==> config.mk <==
export PLATFORM = sky130hd
export DESIGN_NAME = uart_cmd_framer_flat
export DESIGN_NICKNAME = d
export VERILOG_FILES = /design/src/rtl/uart_cmd_framer_if.sv /design/src/rtl/uart_cmd_framer.sv /design/src/flat_wrapper.sv
export SDC_FILE = /design/constraint.sdc
export NUM_CORES = 1
export LEC_CHECK = 0
export ABC_AREA = 1
export BUFFER_PORTS_ARGS = -buffer_cell sky130_fd_sc_hd__buf_2
export CORE_MARGIN = 4
export CORE_UTILIZATION = 60
export DETAILED_ROUTE_END_ITERATION = 10
export PLACE_DENSITY = 0.82
export SKIP_LAST_GASP = 1
export SYNTH_ARGS = -nofsm -noshare
export SYNTH_HDL_FRONTEND = slang
export SYNTH_SLANG_ARGS = --single-unit
==> constraint.sdc <==
create_clock -name clk_in -period 4.5 [get_ports clk_in]
set_input_delay 0.9 -clock clk_in [delete_from_list [all_inputs] [get_ports clk_in]]
set_output_delay 0.9 -clock clk_in [all_outputs]
set_load 0.1 [all_outputs]
==> src/rtl/uart_cmd_framer_if.sv <==
// Byte-in / write-out bundle for uart_cmd_framer.
// valid_in is a one-cycle strobe with no back-pressure; the write side is valid/ready:
// a write transfers on any clk_in edge where wr_valid && wr_ready, and wr_addr/wr_data
// are held stable while wr_valid && !wr_ready.
interface uart_cmd_framer_if #(
    parameter int ADDR_WIDTH = 8
);
    logic                  valid_in;
    logic [7:0]            data_in;
    logic                  wr_valid;
    logic                  wr_ready;
    logic [ADDR_WIDTH-1:0] wr_addr;
    logic [7:0]            wr_data;

    // master: the framer (consumes UART bytes, issues writes)
    modport master (
        input  valid_in, data_in, wr_ready,
        output wr_valid, wr_addr, wr_data
    );

    // slave: the UART receiver plus the write sink
    modport slave (
        output valid_in, data_in, wr_ready,
        input  wr_valid, wr_addr, wr_data
    );
endinterface

==> src/rtl/uart_cmd_framer.sv <==
// Frames SYNC/ADDR/LEN/payload/CHK byte streams into write bursts with error pulses.
// Optional ack channel enabled by defining UART_CMD_FRAMER_ACK_EN.
module uart_cmd_framer #(
    parameter int         MAX_LEN        = 16,
    parameter int         ADDR_WIDTH     = 8,
    parameter int         TIMEOUT_CYCLES = 1_000_000,
    parameter logic [7:0] SYNC_BYTE      = 8'hA5
) (
    input  logic               clk_in,
    input  logic               rst_in,
    uart_cmd_framer_if.master  bus,
    output logic               frame_ok,
    output logic               err_checksum,
    output logic               err_len,
    output logic               err_timeout,
    output logic [7:0]         drop_count,
    output logic               busy_out,
    output logic [2:0]         state_dbg
`ifdef UART_CMD_FRAMER_ACK_EN
    ,
    output logic               ack_valid,
    output logic [7:0]         ack_data,
    input  logic               ack_ready
`endif
);

    localparam int IW = (MAX_LEN > 1) ? $clog2(MAX_LEN) : 1;
    localparam int TW = (TIMEOUT_CYCLES > 1) ? $clog2(TIMEOUT_CYCLES) : 1;
    localparam logic [TW-1:0] TMO_LAST = TW'(TIMEOUT_CYCLES - 1);

    typedef enum logic [2:0] {
        S_HUNT    = 3'd0,
        S_ADDR    = 3'd1,
        S_LEN     = 3'd2,
        S_PAYLOAD = 3'd3,
        S_CHECK   = 3'd4,
        S_EMIT    = 3'd5
    } state_t;

    state_t                state;
    logic [ADDR_WIDTH-1:0] base_addr;
    logic [IW-1:0]         last_idx;
    logic [IW-1:0]         idx;
    logic [7:0]            chk;
    logic [TW-1:0]         tmo_cnt;
    logic [7:0]            pay_buf [MAX_LEN];

    logic timed;
    logic len_bad;
    logic chk_good;

    assign timed    = (state == S_ADDR) || (state == S_LEN) ||
                      (state == S_PAYLOAD) || (state == S_CHECK);
    assign len_bad  = (bus.data_in == 8'd0) || ({24'd0, bus.data_in} > 32'(MAX_LEN));
    assign chk_good = (bus.data_in == chk);

    assign busy_out  = (state != S_HUNT);
    assign state_dbg = state;

    // Outputs are forced to zero outside EMIT so the unreset buffer never leaks out.
    assign bus.wr_valid = (state == S_EMIT);
    assign bus.wr_addr  = bus.wr_valid ? (base_addr + ADDR_WIDTH'(idx)) : '0;
    assign bus.wr_data  = bus.wr_valid ? pay_buf[idx] : 8'd0;

    always_ff @(posedge clk_in) begin
        if (state == S_PAYLOAD && bus.valid_in) begin
            pay_buf[idx] <= bus.data_in;
        end
    end

    always_ff @(posedge clk_in or negedge rst_in) begin
        if (!rst_in) begin
            state        <= S_HUNT;
            base_addr    <= '0;
            last_idx     <= '0;
            idx          <= '0;
            chk          <= 8'd0;
            tmo_cnt      <= '0;
            frame_ok     <= 1'b0;
            err_checksum <= 1'b0;
            err_len      <= 1'b0;
            err_timeout  <= 1'b0;
            drop_count   <= 8'd0;
        end else begin
            frame_ok     <= 1'b0;
            err_checksum <= 1'b0;
            err_len      <= 1'b0;
            err_timeout  <= 1'b0;
            tmo_cnt      <= '0;

            // A byte in the expiry cycle wins, so the timeout only acts on idle cycles.
            if (timed && !bus.valid_in) begin
                if (tmo_cnt == TMO_LAST) begin
                    err_timeout <= 1'b1;
                    state       <= S_HUNT;
                end else begin
                    tmo_cnt <= tmo_cnt + 1'b1;
                end
            end

            unique case (state)
                S_HUNT: begin
                    if (bus.valid_in && bus.data_in == SYNC_BYTE) begin
                        chk   <= 8'd0;
                        state <= S_ADDR;
                    end
                end
                S_ADDR: begin
                    if (bus.valid_in) begin
                        base_addr <= ADDR_WIDTH'(bus.data_in);
                        chk       <= chk ^ bus.data_in;
                        state     <= S_LEN;
                    end
                end
                S_LEN: begin
                    if (bus.valid_in) begin
                        if (len_bad) begin
                            err_len <= 1'b1;
                            state   <= S_HUNT;
                        end else begin
                            last_idx <= IW'(bus.data_in - 8'd1);
                            idx      <= '0;
                            chk      <= chk ^ bus.data_in;
                            state    <= S_PAYLOAD;
                        end
                    end
                end
                S_PAYLOAD: begin
                    if (bus.valid_in) begin
                        chk <= chk ^ bus.data_in;
                        if (idx == last_idx) begin
                            state <= S_CHECK;
                        end else begin
                            idx <= idx + 1'b1;
                        end
                    end
                end
                S_CHECK: begin
                    if (bus.valid_in) begin
                        if (chk_good) begin
                            frame_ok <= 1'b1;
                            idx      <= '0;
                            state    <= S_EMIT;
                        end else begin
                            err_checksum <= 1'b1;
                            state        <= S_HUNT;
                        end
                    end
                end
                S_EMIT: begin
                    // The UART cannot be stalled: anything arriving now is lost.
                    if (bus.valid_in && drop_count != 8'hFF) begin
                        drop_count <= drop_count + 8'd1;
                    end
                    if (bus.wr_ready) begin
                        if (idx == last_idx) begin
                            idx   <= '0;
                            state <= S_HUNT;
                        end else begin
                            idx <= idx + 1'b1;
                        end
                    end
                end
                default: state <= S_HUNT;
            endcase
        end
    end

`ifdef UART_CMD_FRAMER_ACK_EN
    logic ack_ok_set;
    logic ack_err_set;

    assign ack_ok_set  = bus.valid_in && (state == S_CHECK) && chk_good;
    assign ack_err_set = bus.valid_in && (((state == S_CHECK) && !chk_good) ||
                                          ((state == S_LEN) && len_bad));

    // A fresh ack replaces one the host has not taken yet.
    always_ff @(posedge clk_in or negedge rst_in) begin
        if (!rst_in) begin
            ack_valid <= 1'b0;
            ack_data  <= 8'd0;
        end else if (ack_ok_set) begin
            ack_valid <= 1'b1;
            ack_data  <= 8'h06;
        end else if (ack_err_set) begin
            ack_valid <= 1'b1;
            ack_data  <= 8'h15;
        end else if (ack_ready) begin
            ack_valid <= 1'b0;
        end
    end
`endif

endmodule

==> src/flat_wrapper.sv <==
// flat-port wrapper written by rule: the top's interface ports become plain ports
module uart_cmd_framer_flat 
#(
    parameter int         MAX_LEN        = 16,
    parameter int         ADDR_WIDTH     = 8,
    parameter int         TIMEOUT_CYCLES = 1_000_000,
    parameter logic [7:0] SYNC_BYTE      = 8'hA5
)
  (clk_in, rst_in, frame_ok, err_checksum, err_len, err_timeout, drop_count, busy_out, state_dbg, bus_valid_in, bus_data_in, bus_wr_ready, bus_wr_valid, bus_wr_addr, bus_wr_data);
  uart_cmd_framer_if #(.ADDR_WIDTH(ADDR_WIDTH)) bus_i ();
  input  logic clk_in;
  input  logic rst_in;
  output logic frame_ok;
  output logic err_checksum;
  output logic err_len;
  output logic err_timeout;
  output logic [7:0] drop_count;
  output logic busy_out;
  output logic [2:0] state_dbg;
  input wire logic [$bits(bus_i.valid_in)-1:0] bus_valid_in;
  input wire logic [$bits(bus_i.data_in)-1:0] bus_data_in;
  input wire logic [$bits(bus_i.wr_ready)-1:0] bus_wr_ready;
  output wire logic [$bits(bus_i.wr_valid)-1:0] bus_wr_valid;
  output wire logic [$bits(bus_i.wr_addr)-1:0] bus_wr_addr;
  output wire logic [$bits(bus_i.wr_data)-1:0] bus_wr_data;
  assign bus_i.valid_in = bus_valid_in;
  assign bus_i.data_in = bus_data_in;
  assign bus_i.wr_ready = bus_wr_ready;
  assign bus_wr_valid = bus_i.wr_valid;
  assign bus_wr_addr = bus_i.wr_addr;
  assign bus_wr_data = bus_i.wr_data;
  uart_cmd_framer #(.MAX_LEN(MAX_LEN), .ADDR_WIDTH(ADDR_WIDTH), .TIMEOUT_CYCLES(TIMEOUT_CYCLES), .SYNC_BYTE(SYNC_BYTE)) u_core (.clk_in(clk_in), .rst_in(rst_in), .bus(bus_i), .frame_ok(frame_ok), .err_checksum(err_checksum), .err_len(err_len), .err_timeout(err_timeout), .drop_count(drop_count), .busy_out(busy_out), .state_dbg(state_dbg));
endmodule
# ---- After elaboration in Yosys (flattened, before gate mapping)
# Memories as Yosys holds them, arrays and structs flattened.
# Cells that the tools add are included.
dict set report word_totals {
  output_inout_bits 33
  mem_bits_rw 128
  elab_cells 103
  mem_count 1
  in_bits 12
  ff_bits 59
}
# memory words word_bits read_ports rd_ports_with_merged_regs wr line_no
set mem_list {}
lappend mem_list {u_core.pay_buf 16 8 1 0 1 uart_cmd_framer.sv:46} ;# logic [7:0] pay_buf [MAX_LEN];
dict set report classes {
  n_eq_ne 19
  n_reduce_logical 20
  bitwise_logic 2
  magnitude_cmp 1
  add_sub_neg 5
  muxes 44
}
# cell n
set op_table {}
lappend op_table {{8-bit 2-to-1 mux} 6}
lappend op_table {{20-bit 2-to-1 mux} 2}
lappend op_table {{3-bit 2-to-1 mux} 11}
lappend op_table {{4-bit 2-to-1 mux} 8}
lappend op_table {{8-bit case mux with 3 select lines} 1}
lappend op_table {{20-bit by 1-bit adder with 20-bit output, second input constant} 1}
lappend op_table {{20-bit == test, second input constant} 1}
lappend op_table {{3-bit case mux with 6 select lines} 1}
lappend op_table {{4-bit case mux with 4 select lines} 1}
lappend op_table {{1-bit 2-to-1 mux} 13}
lappend op_table {{2-bit != test, second input constant} 6}
lappend op_table {{8-bit by 1-bit adder with 8-bit output, second input constant} 1}
lappend op_table {{8-bit by 4-bit adder with 8-bit output} 1}
lappend op_table {{8-bit == test} 1}
lappend op_table {{8-bit == test, second input constant} 1}
lappend op_table {{8-bit by 5-bit greater-than comparator with 1-bit output, second input constant} 1}
lappend op_table {{8-bit logical NOT} 1}
lappend op_table {{8-bit != test, second input constant} 1}
lappend op_table {{8-bit AND reduction} 1}
lappend op_table {{8-bit XOR} 1}
lappend op_table {{3-bit by 2-bit == test with 1-bit output, second input constant} 2}
lappend op_table {{3-bit == test, second input constant} 2}
lappend op_table {{2-bit by 1-bit != test with 1-bit output, second input constant} 3}
lappend op_table {{3-bit nonzero test} 2}
lappend op_table {{other kinds (15)} 22}

# ---- Depth between registers and ports, before layout
# Gate-level depths: netlist of run 1.
dict set report depth {
  word_depth 9
  ltp_mapped 11
}

# ---- Worst setup path before layout of run 1
# OpenSTA, ideal clock, no wires.
dict set report synth_timing {
  path_type {register to output}
  from {register u_core.state[2], in the netlist u_core.state_dbg[2]}
  to {output port bus_wr_addr[6]}
  arrival_time_ns 3.588
  path_buffers 0
  path_slack_ns 0.012
  stages_incl_launch_ff 3
  t_required_ns 3.600
  path_cell_list {dfrtp_1 > nand3_2 > a211oi_1}
}
dict set report synth_via {
  elab_chain_len 2
}
# element line_no
set synth_rtl {}
lappend synth_rtl {{from (decl)} uart_cmd_framer.sv:40} ;# state_t state;
lappend synth_rtl {{from (signal assigned)} uart_cmd_framer.sv:73} ;# state <= S_HUNT;
lappend synth_rtl {{from (signal assigned)} uart_cmd_framer.sv:95} ;# state <= S_HUNT;
lappend synth_rtl {{from (signal assigned)} uart_cmd_framer.sv:105} ;# state <= S_ADDR;
lappend synth_rtl {{3-bit == test} uart_cmd_framer.sv:61} ;# assign bus.wr_valid = (state == S_EMIT);
lappend synth_rtl {{8-bit 2-to-1 mux} uart_cmd_framer.sv:62} ;# assign bus.wr_addr = bus.wr_valid ? (base_addr + ADDR_WIDTH'(idx)) : '0;
lappend synth_rtl {{to (decl)} flat_wrapper.sv:24} ;# output wire logic [$bits(bus_i.wr_addr)-1:0] bus_wr_addr;
# No other way between the ends.

# ---- Worst setup path after layout of run 1
dict set report layout_timing {
  from {register u_core.idx[0]}
  to {output port bus_wr_data[7]}
}
dict set report layout_via {
  elab_chain_len 2
}
# element line_no
set layout_rtl {}
lappend layout_rtl {{from (decl)} uart_cmd_framer.sv:43} ;# logic [IW-1:0] idx;
lappend layout_rtl {{from (signal assigned)} uart_cmd_framer.sv:134} ;# idx <= idx + 1'b1;
lappend layout_rtl {{from (signal assigned)} uart_cmd_framer.sv:160} ;# idx <= idx + 1'b1;
lappend layout_rtl {{memory 16 x 8 bit} -}
lappend layout_rtl {{8-bit 2-to-1 mux} uart_cmd_framer.sv:63} ;# assign bus.wr_data = bus.wr_valid ? pay_buf[idx] : 8'd0;
lappend layout_rtl {{to (decl)} flat_wrapper.sv:25} ;# output wire logic [$bits(bus_i.wr_data)-1:0] bus_wr_data;
# No other way between the ends.

==> results of run 1 <==
metal layers:
metal	wire length (um)	share of wire
met5	0	0
met4	363	0.018
met3	1820	0.089
met2	9820	0.48
met1	8430	0.41
worst max path at each step:
stage                                  startpoint              to  slack (ps)  cells after the start
floorplan           u_core.state_dbg[2]$_DFF_PN0_  bus_wr_addr[6]          10                      2
global placement        u_core.idx[0]$_DFFE_PN0P_  bus_wr_data[0]        1040                      9
detailed placement      u_core.idx[0]$_DFFE_PN0P_  bus_wr_data[7]         980                      7
CTS                     u_core.idx[0]$_DFFE_PN0P_  bus_wr_data[7]         510                      7
global route            u_core.idx[0]$_DFFE_PN0P_  bus_wr_data[7]         320                      9
finish                  u_core.idx[0]$_DFFE_PN0P_  bus_wr_data[7]         500                      7
cells by family (layout without fill, tap and decap cells):
| logic type | after synthesis | count (layout) | share of synthesized area |
|---|---|---|---|
| flip-flops | 187 | 187 | 0.608 |
| AO/OA/AOI/OAI | 145 | 145 | 0.0891 |
| AND/OR/NAND/NOR | 430 | 430 | 0.209 |
| buffers and inverters | 109 | 159 | 0.0545 |
| XOR/XNOR | 20 | 20 | 0.0200 |
| adder cells (fa/ha/maj) | 13 | 13 | 0.0195 |
through the flow:
step / instances / power [W] / util / setup slack [ps]
finish: 1134 / 0.00468 / 0.682 / 498
global route: 1134 / 0.00491 / 0.682 / 316
detailed placement: 1103 / 0.00323 / 0.642 / 981
global placement: 1103 / 0.00319 / 0.642 / 1040
floorplan: 904 / 0.00299 / - / 12.3
CTS: 1134 / 0.00468 / 0.682 / 505
flip-flops by register name, indices dropped and copies added (netlist names):
name / count
u_core.idx: 4
u_core.pay_buf: 128
u_core.tmo_cnt: 20
u_core.state_dbg: 3
u_core.chk: 8
u_core.frame_ok: 1
u_core.err_len: 1
u_core.err_timeout: 1
u_core.drop_count: 8
u_core.base_addr: 8
u_core.err_checksum: 1
u_core.last_idx: 4
where the power goes:
part           internal [W]  switching, W  total, W
Clock              0.000778      0.000678   0.00146
Sequential          0.00195     0.0000946   0.00205
Combinational      0.000317      0.000857   0.00117
cell type report:
cell class,count,area (sq um),share of cell area
clock buffer,18,429,0.0446
multi-input combinational,608,2950,0.307
inverter,78,293,0.0304
clock inverter,13,138,0.0143
tap,180,225,0.0234
timing repair buffer,50,265,0.0276
sequential,187,5320,0.553
worst register-to-register path, cell delays in order, from the launching register on:
cell,delay (ps)
dfrtp_2,520
inv_2,640
buf_4,370
ha_1,190
nand2_1,160
nor2_1,700
placed cells by master, fill, tap and decap left out, types with 2 or more instances in the layout:
cell and count:
xor2_1 14, nand2_1 181, clkinv_1 2, nor2_1 160, a31oi_1 8, ha_1 12
a211oi_1 2, o22ai_1 16, clkinv_4 3, nand2_2 6, o21ai_1 25, nand3_2 3
inv_6 2, nor2_2 5, nand3_1 37, xnor2_1 6, buf_2 44, clkinvlp_4 2
edfxtp_1 128, dfrtp_1 58, inv_1 70, inv_2 7, inv_8 4, nor3_1 7
clkbuf_16 17, nor3_2 3, a21oi_1 9, nand4_1 22, buf_4 6, o21ai_0 82
==> metrics, run 1 <==
layout cells sized above 1=0.115; Ant. Diodes=0; sequential element share of the synthesized area=0.608; met3 Use GR=0.0623; period utilisation layout=0.889; async set-reset flop share out of synthesis=0.316; clock-pin slew on the worst setup and hold paths=70 ps; Initial Utilization=0.620; core area=14100 sq um; synth-to-layout area growth=10.0%; most common cell in the netlist=nand2_1; CP top delay family=buffers and inverters; residual DRC count=0; dpl hpwl=12800 um; Mapped Area=8750 sq um; Hold Vio Cnt, Final=0; Final min period=4000 ps; post-cts gate resize count=0; Max IR drop VDD=0.295 mV; power density over the cells=486 nW/um^2; signal arrival time at the worst endpoint=3100 ps; GRT Resource Usage Total=0.257; Setup violations, final=0; Crit-path slowest cell=inv_2; #FFs+latches synth=187; HP Start=u_core.tmo_cnt[0]$_DFF_PN0_; Startpoint Class=register; YS warnings=0; Most used DFF post-synth=edfxtp_1; max-slew violation total from the final report=0; Leak=4.00 nW; FF-to-FF Start=u_core.idx[0]$_DFFE_PN0P_; largest net degree at the start of global routing=57; cells after synthesis=904; DRT antenna net count=0; 1st-iter DRT viols=801; CTS buffer count=17; Synth Net Count=929; chip width=129 um; first-pass GRT wire length=32900 um; Die Area=16600 sq um; Post-synth top cells=nand2_1 (181), nor2_1 (160), edfxtp_1 (128); post-synth top area share=0.439; Worst Hold Class=register to register; vias per inst=5.86; CP required=3600 ps; DR pass1 iterations=7; Mapped Avg Cell Area=9.67 sq um; DR WL/cell=18.0 um; Area after DPL=9050 sq um; RR Endpoint=u_core.pay_buf[4][2]$_DFFE_PP_; crit end category=output pin; EDFF count, synth=128; clk_skew=13.9 ps; critical-path cell list=inv_2 -> buf_4 -> o21ai_0 -> o22ai_1 -> nand3_1 -> a31oi_1 -> buf_2; Root Buffer=clkbuf_16; Min Hold Slack=464 ps; Num Clock Sinks=187; Vias=6649; clock buffer depth=2; total wire length=20400 um; hold endpoint=u_core.tmo_cnt[0]$_DFF_PN0_; met2 Usage GRT=0.403; GR Layer Usage met1=0.360; grt ovf=0; Worst Path Max Fanout=51; Reg2Reg Depth=5; GRT busiest layer=met2; IO Count=45; slew at the pin closest to its max-slew limit=879 ps; latest clock arrival within the worst-skew pair=440 ps; post-CTS setup buffers=0; Hold Path Stages=1; vias in the first global route=6313; CP bufs+invs=3; Highest Clock Rate=0.250 GHz; hold_buf cts=0; status=completed; initial antenna violation count=0; # rows=43; Final Instance Area=9620 sq um; filler cell count=1048; Final nets=967; Worst Path Class, Setup=register to output pin; MaxCap Viol Count=0; Yosys top cell by area=edfxtp_1; unrepaired setup endpoints after global routing=no; TNS Setup=0 ps; Clock H-tree levels=4; CTS tree=done; reg2reg setup slack=1560 ps; Die Ht=129 um; top cells by area, synth=edfxtp_1 (44%), dfrtp_1 (17%), nand2_1 (7.8%); Worst slew margin=0.414; count of cell types in the netlist=39; crit-path max cell delay=640 ps; Port Buf Inserts=44; GP Congestion=0.891
Note: power is estimated with default switching activity, not from simulation.
==> run 2: changes to the inputs <==
--- a/config.mk
+++ b/config.mk
@@ -5,7 +5,8 @@
 export SDC_FILE = /design/constraint.sdc
 export NUM_CORES = 1
 export LEC_CHECK = 0
-export ABC_AREA = 1
+export ABC_AREA = 0
+export ABC_CLOCK_PERIOD_IN_PS = 4500
 export BUFFER_PORTS_ARGS = -buffer_cell sky130_fd_sc_hd__buf_2
 export CORE_MARGIN = 4
 export CORE_UTILIZATION = 60
==> run 2 against run 1 <==
Against the previous run: clock skew down 4.0 ps; register-to-register slack better by 130 ps; critical path depth unchanged; via count down 24%; global-route usage down 2.4 points; setup slack worse by 140 ps; sequential power down 5%; first-iteration DRC count down 20%; area after synthesis down 2.7%; cell count down 29%; largest power group unchanged; combinational power down 48%.
==> metrics, run 2 <==
GR Layer Usage met1=0.311 (-0.0486); Final nets=637 (-34%); signal arrival time at the worst endpoint=3240 ps (+140 ps); IO Count=45 (unchanged); unrepaired setup endpoints after global routing=no; EDFF count, synth=128 (unchanged); core area=13900 sq um (-1.5%); CTS tree=done; post-layout util=0.679 (-0.00357); clock-pin slew on the worst setup and hold paths=60 ps (about the same); Setup violations, final=0 (unchanged); commonest cells after routing, fill and taps aside=edfxtp_1 (128), dfrtp_1 (58), nor2_1 (53); chip width=127 um (-1.3%); commonest non-fill, non-tap cell in the layout=edfxtp_1; status=completed; max FFs per register=128 (unchanged); Num Clock Sinks=187 (unchanged); period utilisation layout=0.921 (+0.0313); Startpoint Class=register; async set-reset flop share out of synthesis=0.316 (unchanged); Highest Clock Rate=0.241 GHz (-3.4%); Ant. Diodes=0 (unchanged); Port Buf Inserts=44 (unchanged); Largest regs=u_core.pay_buf x128, u_core.tmo_cnt x20; reg2reg setup slack=1690 ps (+130 ps); post-cts gate resize count=0 (unchanged); Most used DFF post-synth=edfxtp_1; Max IR drop VDD=0.264 mV (-11%); Die Ht=127 um (-1.3%); total wire length=17900 um (-12%); CTS buffer count=17 (unchanged); count of cell types in the netlist=58 (+49%); vias in the first global route=5070 (-20%); dpl cells=773 (-30%); vias per inst=6.31 (+7.5%); Reg with most FFs=u_core.pay_buf; Mapped Area=8510 sq um (-2.7%); post-CTS setup buffers=0 (unchanged); clk_skew=9.93 ps (-3.96 ps); Worst Path Class, Setup=register to output pin; Initial Utilization=0.613 (-0.00751); max-slew violation total from the final report=0 (unchanged); Synth Net Count=589 (-37%); first-pass GRT wire length=28300 um (-14%); DR WL/cell=22.3 um (+24%); RR Endpoint=u_core.drop_count[7]$_DFFE_PN0P_; non-filler cells, final=804 (-29%); Worst slew margin=0.297 (-0.117); layout cells sized above 1=0.178 (+0.0626); GRT busiest layer=met2; # rows=43 (unchanged); Leak=3.56 nW (-11%); dpl hpwl=11200 um (-12%); Worst Hold Class=register to register; YS warnings=0 (unchanged); residual DRC count=0 (unchanged); MaxCap Viol Count=0 (unchanged); sequential element share of the synthesized area=0.625 (+0.0170); #FFs+latches synth=187 (unchanged); slew at the pin closest to its max-slew limit=1050 ps (+175 ps); Post-synth top cells=edfxtp_1 (128), dfrtp_1 (59), nor2_1 (53); Worst Path Max Fanout=38 (-25%); post-synth top area share=0.452 (+0.0123); latest clock arrival within the worst-skew pair=430 ps (about the same); crit end category=output pin; synth-to-layout area growth=10.8%; initial antenna violation count=0 (unchanged); Mapped Avg Cell Area=15.1 sq um (+56%); DR pass1 iterations=6 (-1); largest net degree at the start of global routing=60 (+5.3%); Reg2Reg Depth=7 (+2); met3 Use GR=0.0523 (-0.0100); FF-to-FF Start=u_core.state_dbg[2]$_DFF_PN0_; DRT antenna net count=0 (unchanged); GRT Resource Usage Total=0.234 (-0.0236); Clock H-tree levels=4 (unchanged); power density over the cells=436 nW/um^2 (-10%); Hold Path Stages=1 (unchanged); CP endpoint=bus_wr_addr[6]; Die Area=16100 sq um (-2.6%); Vias=5070 (-24%); Yosys top cell by area=edfxtp_1; GP Congestion=0.867 (-2.6%); TNS Setup=0 ps (unchanged); met2 Usage GRT=0.383 (-0.0201); most common cell in the netlist=edfxtp_1; Root Buffer=clkbuf_16; hold_buf cts=0 (unchanged); top cells by area, synth=edfxtp_1 (45%), dfrtp_1 (17%), mux4_1 (8.3%); grt ovf=0 (unchanged); Critical path origin=u_core.idx[0]$_DFFE_PN0P_; Final min period=4140 ps (+141 ps); 1st-iter DRT viols=639 (-20%); Hold Vio Cnt, Final=0 (unchanged); CP required=3600 ps (about the same); cells after synthesis=564 (-38%); clock buffer depth=2 (unchanged)
==> run 2: layout make-up <==
class | instances | area, sq um
fillers | 890 | 4460
clock inverters | 14 | 190
inverters | 11 | 41.3
flip-flops and latches | 187 | 5320
multi-input cells | 343 | 2940
well taps | 180 | 225
clock buffers | 17 | 425
repair buffers | 52 | 280
==> run 2: metal layers <==
layer | vias to the layer above | wire [um]
li1 | 2248 | -
met1 | 2561 | 7180
met2 | 229 | 9100
met3 | 32 | 1240
met4 | 0 | 411
met5 | - | 0
==> run 2: cell families (layout without fill, tap and decap cells) <==
logic type | after synthesis | in the layout | share of synthesized area
AO/OA/AOI/OAI | 62 | 62 | 0.0490
XOR/XNOR | 42 | 42 | 0.0432
adder cells (fa/ha/maj) | 13 | 13 | 0.0200
buffers and inverters | 34 | 94 | 0.0291
flip-flops | 187 | 187 | 0.625
multiplexers | 49 | 49 | 0.130
AND/OR/NAND/NOR | 177 | 177 | 0.104
==> run 2: power breakdown <==
| part | switching, W | internal [W] | total (W) |
|---|---|---|---|
| Sequential | 0.0000955 | 0.00186 | 0.00195 |
| Combinational | 0.000286 | 0.000321 | 0.000607 |
| Clock | 0.000622 | 0.000928 | 0.00155 |
| Total | 0.00100 | 0.00311 | 0.00411 |
==> run 2: worst min-delay path by stage <==
| stage | endpoint | slack (ps) | startpoint |
|---|---|---|---|
| after CTS | u_core.drop_count[5]$_DFFE_PN0P_ | 500 | u_core.drop_count[5]$_DFFE_PN0P_ |
| after global routing | u_core.drop_count[5]$_DFFE_PN0P_ | 530 | u_core.drop_count[5]$_DFFE_PN0P_ |
| after global placement | u_core.drop_count[5]$_DFFE_PN0P_ | 480 | u_core.drop_count[5]$_DFFE_PN0P_ |
| after floorplan | u_core.tmo_cnt[0]$_DFF_PN0_ | 470 | u_core.tmo_cnt[0]$_DFF_PN0_ |
| after detailed placement | u_core.drop_count[5]$_DFFE_PN0P_ | 490 | u_core.drop_count[5]$_DFFE_PN0P_ |
| final | u_core.drop_count[5]$_DFFE_PN0P_ | 500 | u_core.drop_count[5]$_DFFE_PN0P_ |
==> run 2: worst max-delay path, stage by stage, from the launching register on <==
cell and delay [ps]:
dfrtp_2 1060, ha_1 350, fa_1 220, a21o_1 120, a21oi_1 90, or3_1 370, a21oi_1 140, buf_2 440
==> run 2: through the flow <==
| stage | total power (W) | hold WS, ps | area (sq um) | setup slack [ps] |
|---|---|---|---|---|
| 4_1_cts | 0.00413 | 496 | 9420 | 326 |
| 6_report | 0.00411 | 496 | 9420 | 357 |
| 3_3_place_gp | 0.00256 | 476 | 8810 | 827 |
| 2_1_floorplan | 0.00249 | 467 | 8510 | 86.8 |
| 5_1_grt | 0.00425 | 531 | 9420 | 188 |
| 3_5_place_dp | 0.00258 | 490 | 8810 | 795 |
